File: src/rtl/pc_unit_ras.sv
// Program counter with branch/jump/call/return and a circular return-address stack.
// Latency: one cycle; the new PC, taken flag, RAS count and faults are visible after the rising edge.
// Backpressure: input_PCWrite=0 freezes all state and clears output_taken; there is no other stall path.
//
// Ports:
//   CLK, input_rst_n          clock, synchronous active-low reset
//   input_PCWrite, input_op   update enable and operation (SEQ/BRANCH/JUMP/CALL/RET, rest act as SEQ)
//   input_newPC               unscaled target, shifted left by TARGET_SHIFT
//   input_zero/negative       ALU flags for the branch condition selected by input_branchType
//   output_PC, output_taken   registered PC and one-cycle redirect indication
//   output_ras_count/full/empty  RAS occupancy (full/empty decoded from the registered count)
//   output_fault              sticky {underflow, overflow}
module pc_unit_ras #(
  parameter int WIDTH        = 16,
  parameter int STEP         = 2,
  parameter int TARGET_SHIFT = 1,
  parameter int RAS_DEPTH    = 4,
  parameter logic [WIDTH-1:0] RESET_PC = '0
) (
  input  logic                         CLK,
  input  logic                         input_rst_n,
  input  logic                         input_PCWrite,
  input  logic [2:0]                   input_op,
  input  logic [WIDTH-1:0]             input_newPC,
  input  logic                         input_zero,
  input  logic                         input_negative,
  input  logic [1:0]                   input_branchType,
  output logic [WIDTH-1:0]             output_PC,
  output logic                         output_taken,
  output logic [$clog2(RAS_DEPTH):0]   output_ras_count,
  output logic                         output_ras_full,
  output logic                         output_ras_empty,
  output logic [1:0]                   output_fault
);

  localparam int PTR_W = $clog2(RAS_DEPTH);
  localparam int CNT_W = PTR_W + 1;

  localparam logic [PTR_W-1:0] PTR_MAX = PTR_W'(RAS_DEPTH - 1);
  localparam logic [CNT_W-1:0] CNT_MAX = CNT_W'(RAS_DEPTH);

  localparam logic [2:0] OP_SEQ    = 3'b000;
  localparam logic [2:0] OP_BRANCH = 3'b001;
  localparam logic [2:0] OP_JUMP   = 3'b010;
  localparam logic [2:0] OP_CALL   = 3'b011;
  localparam logic [2:0] OP_RET    = 3'b100;

  localparam logic [1:0] BR_EQ = 2'b00;
  localparam logic [1:0] BR_NE = 2'b01;
  localparam logic [1:0] BR_LT = 2'b10;

  logic [WIDTH-1:0] pc_q, pc_d;
  logic             taken_q, taken_d;
  logic [CNT_W-1:0] cnt_q, cnt_d;
  logic [PTR_W-1:0] ptr_q, ptr_d;
  logic [1:0]       fault_q, fault_d;

  logic [WIDTH-1:0] ras [RAS_DEPTH];

  logic [WIDTH-1:0] seq_pc;
  logic [WIDTH-1:0] target_pc;
  logic [PTR_W-1:0] ptr_inc;
  logic [PTR_W-1:0] ptr_dec;
  logic             cond;
  logic             push;
  logic             ras_full;
  logic             ras_empty;

  assign seq_pc    = pc_q + WIDTH'(STEP);
  assign target_pc = input_newPC << TARGET_SHIFT;

  // Explicit wrap so non-power-of-two depths stay circular.
  assign ptr_inc = (ptr_q == PTR_MAX) ? '0 : ptr_q + PTR_W'(1);
  assign ptr_dec = (ptr_q == '0) ? PTR_MAX : ptr_q - PTR_W'(1);

  assign ras_full  = (cnt_q == CNT_MAX);
  assign ras_empty = (cnt_q == '0);

  always_comb begin
    cond = 1'b0;
    case (input_branchType)
      BR_EQ:   cond = input_zero;
      BR_NE:   cond = !input_zero;
      BR_LT:   cond = input_negative;
      default: cond = !input_negative;
    endcase
  end

  always_comb begin
    pc_d    = pc_q;
    taken_d = 1'b0;
    cnt_d   = cnt_q;
    ptr_d   = ptr_q;
    fault_d = fault_q;
    push    = 1'b0;
    if (input_PCWrite) begin
      case (input_op)
        OP_BRANCH: begin
          pc_d    = cond ? target_pc : seq_pc;
          taken_d = cond;
        end
        OP_JUMP: begin
          pc_d    = target_pc;
          taken_d = 1'b1;
        end
        OP_CALL: begin
          push    = 1'b1;
          pc_d    = target_pc;
          taken_d = 1'b1;
          ptr_d   = ptr_inc;
          // A push into a full stack overwrites the oldest entry; count saturates.
          if (ras_full) fault_d[0] = 1'b1;
          else          cnt_d      = cnt_q + CNT_W'(1);
        end
        OP_RET: begin
          if (ras_empty) begin
            pc_d       = seq_pc;
            fault_d[1] = 1'b1;
          end else begin
            pc_d    = ras[ptr_dec];
            ptr_d   = ptr_dec;
            cnt_d   = cnt_q - CNT_W'(1);
            taken_d = 1'b1;
          end
        end
        default: pc_d = seq_pc;  // SEQ and reserved encodings
      endcase
    end
  end

  always_ff @(posedge CLK) begin
    if (!input_rst_n) begin
      pc_q    <= RESET_PC;
      taken_q <= 1'b0;
      cnt_q   <= '0;
      ptr_q   <= '0;
      fault_q <= '0;
    end else begin
      pc_q    <= pc_d;
      taken_q <= taken_d;
      cnt_q   <= cnt_d;
      ptr_q   <= ptr_d;
      fault_q <= fault_d;
    end
  end

  // Stack storage needs no reset; entries are only read once count says they are valid.
  always_ff @(posedge CLK) begin
    if (input_rst_n && push) ras[ptr_q] <= seq_pc;
  end

  assign output_PC        = pc_q;
  assign output_taken     = taken_q;
  assign output_ras_count = cnt_q;
  assign output_ras_full  = ras_full;
  assign output_ras_empty = ras_empty;
  assign output_fault     = fault_q;

endmodule

File: config.mk
export PLATFORM = sky130hd
export DESIGN_NAME = pc_unit_ras
export DESIGN_NICKNAME = d
export VERILOG_FILES = /design/src/rtl/pc_unit_ras.sv
export SDC_FILE = /design/constraint.sdc
export NUM_CORES = 1
export LEC_CHECK = 0
export ABC_AREA = 1
export CAP_MARGIN = 30
export CORE_ASPECT_RATIO = 1.25
export CORE_UTILIZATION = 40
export DETAILED_ROUTE_END_ITERATION = 10
export GPL_TIMING_DRIVEN = 0
export PLACE_DENSITY = 0.63
export SLEW_MARGIN = 20
export SYNTH_ARGS = -nofsm -noshare
export SYNTH_HDL_FRONTEND = slang
export SYNTH_SLANG_ARGS = --single-unit
File: constraint.sdc
create_clock -name CLK -period 4.25 [get_ports CLK]
set_input_delay 0.85 -clock CLK [delete_from_list [all_inputs] [get_ports CLK]]
set_output_delay 0.85 -clock CLK [all_outputs]
set_load 0.02 [all_outputs]
==> flow_metrics.env <==
export IMPL_outcome="complete, no violations"
export IMPL_synthTopCellsByArea="edfxtp_1, nand2_1, dfxtp_1"
export IMPL_finalWirelength_um=11700
export IMPL_holdBufCountCts=0
export IMPL_cts_resized=0
export IMPL_hpwl_um=8200
export IMPL_grt_pass1_wl_um=18200
export IMPL_num_vias=3618
export IMPL_syn_nets=544
export IMPL_dieArea_um2=11400
export IMPL_min_period_over_period_pct=64.4
export IMPL_gp_congestion=0.888
export IMPL_leakage_nw=2.25
export IMPL_io_buffer_count=47
export IMPL_synth_flop_cell="edfxtp_1"
export IMPL_synth_cell_types=34
export IMPL_clk_pin_slew_ns=0.06
export IMPL_final_antenna_net_count=0
export IMPL_start_util_pct=41.3
export IMPL_drc_errors=0
export IMPL_first_global_vias=3541
export IMPL_drive_gt1_share_pct=10.4
export IMPL_chipHeight_um=119
export IMPL_cellPowerDensity_nw_per_um2=363
export IMPL_ys_seq_area_share_pct=54.6
export IMPL_root_buffer="clkbuf_16"
export IMPL_cp_end_kind="register"
export IMPL_cap_violations=0
export IMPL_fin_nets=606
export IMPL_fmax_mhz=365
export IMPL_final_common_cell="nand2_1"
export IMPL_ir_drop_v=0.000214
export IMPL_syn_area_per_cell_um2=8.60
export IMPL_viasPerCell=5.09
export IMPL_firstDrtPassIters=5
export IMPL_cp_max_fo=10
export IMPL_synth_seq_cells=88
export IMPL_finalSetupTns_ns=0
export IMPL_antenna_diode_count=0
export IMPL_fp_row_count=42
export IMPL_synth_warning_count=0
export IMPL_period_minus_slack_ns=2.74
export IMPL_setup_violations=0
export IMPL_synth_top_area_share_pct=43.6
export IMPL_cts_buffers=9
export IMPL_async_flop_share_pct=0
export IMPL_cts_sinks=88
export IMPL_io_pins=50
export IMPL_layout_area_overhead_vs_synth_pct=22.4
export IMPL_synth_edf_count=64
export IMPL_worst_setup_path_start_kind="input port"
export IMPL_grt_ovfl_total=0
export IMPL_clock_latency_ns=0.35
export IMPL_cts_setup_buffers=0
export IMPL_most_common_layout_cells="nand2_1, edfxtp_1, nor2_1"
export IMPL_design_core_area_um2=10700
export IMPL_grtUsageTotal_pct=22.2
export IMPL_fillCellCount=992
export IMPL_worstPathRequired_ns=4.31
export IMPL_cts_tree="done"
export IMPL_drt_initial_drc_count=245
export IMPL_finalHoldViolCount=0
export IMPL_maxSlewHeadroom_pct=51.7
export IMPL_wire_per_inst_um=16.5
export IMPL_clockBufferDepth=2
export IMPL_crit_type="input port to register"
export IMPL_slew_viol_final=0
export IMPL_htree_levels=3
export IMPL_grt_max_degree=15
export IMPL_die_w_um=95.8
export IMPL_fin_ws_ns=1.51
export IMPL_rsz0062_at_grt="false"
export IMPL_fin_skew_ns=0.00666
export IMPL_hold_path_class="register to register"
export IMPL_syn_area_um2=4400
export IMPL_yosysTopAreaCell="edfxtp_1"
export IMPL_dp_slack_ns=1.13
export IMPL_worstMarginPinSlew_ns=0.724
export IMPL_antenna_found_initial=0
export IMPL_syn_inst=512
export IMPL_critPathArrivalTime_ns=2.80
report_power, final:
group,internal (W),switching [W],leakage [nW]
Clock,0.000447,0.000324,0.144
Sequential,0.000942,0.0000230,0.786
Combinational,0.0000888,0.000133,1.32
sequential cells by signal, summed over array words and instances, names as in the netlist:
name              flops
ras                  64
output_fault          2
ptr_q                 2
output_ras_count      3
output_PC            16
output_taken          1
cell usage after synthesis, types with 5 or more instances:
| library cell | instances |
|---|---|
| dfxtp_1 | 24 |
| inv_1 | 54 |
| nand3_1 | 47 |
| nand2_1 | 165 |
| buf_6 | 7 |
| nor2_2 | 5 |
| nor2_1 | 61 |
| nand2_2 | 6 |
| a21oi_1 | 5 |
| edfxtp_1 | 64 |
| o21ai_0 | 25 |
| ha_1 | 5 |
per-layer routing:
metal	global-route usage, %	vias to the layer above	part of all wire, %	wire, um
met2	37.1	120	50	5810
li1	-	1776	-	-
met3	2.62	24	5.7	664
met1	28.1	1698	42	4910
met4	10.8	0	2.7	318
met5	0	-	0	0
worst max-delay path, cell delays in order:
cell and delay (ns):
clkdlybuf4s50_1 0.51, inv_1 0.09, nor2_1 0.17, nand4_1 0.27
nor2_2 0.66, buf_6 0.24
path summary, 6_finish.rpt:
path	startpoint	end	slack [ns]	cells after the start
min reg2reg	output_fault[0]	output_fault[0]	0.47	2
max	input_op[1]	ras[0][4]	1.51	6
min	output_fault[0]	output_fault[0]	0.47	2
max reg2reg	ptr_q[0]	output_PC[2]	1.94	9
kinds of logic after synthesis:
family                     Yosys count  synth area share [%]
AOI/OAI and AO/OA                   39                  4.83
xor gates and xnor gates             8                  2.25
adders and majority gates            6                  1.88
buffers and inverters               77                  8.10
DFF                                 88                  54.6
and+or+nand+nor                    294                  28.4
cell type report:
| type | instances | area [um^2] | area share [%] |
|---|---|---|---|
| flip-flops and latches | 88 | 2400 | 44.6 |
| multi-input cells | 347 | 1650 | 30.7 |
| repair buffers | 51 | 519 | 9.63 |
| clock buffers | 12 | 268 | 4.97 |
| inverters | 58 | 220 | 4.08 |
| well taps | 132 | 165 | 3.06 |
| plain buffers | 19 | 136 | 2.53 |
| clock inverters | 4 | 26.3 | 0.487 |
through the flow:
step | std cells | utilization (%) | total power (W) | hold slack, ns | cell area [um^2]
after global routing | 711 | 50.5 | 0.00202 | 0.523 | 5390
after detailed placement | 695 | 47.8 | 0.00120 | 0.453 | 5100
final | 711 | 50.5 | 0.00196 | 0.474 | 5390
after floorplan | 512 | - | 0.00110 | 0.484 | 4400
after global placement | 691 | 47.2 | 0.00120 | 0.460 | 5040
after CTS | 711 | 50.5 | 0.00196 | 0.478 | 5390
No activity file was read; power rests on OpenSTA's default activity.
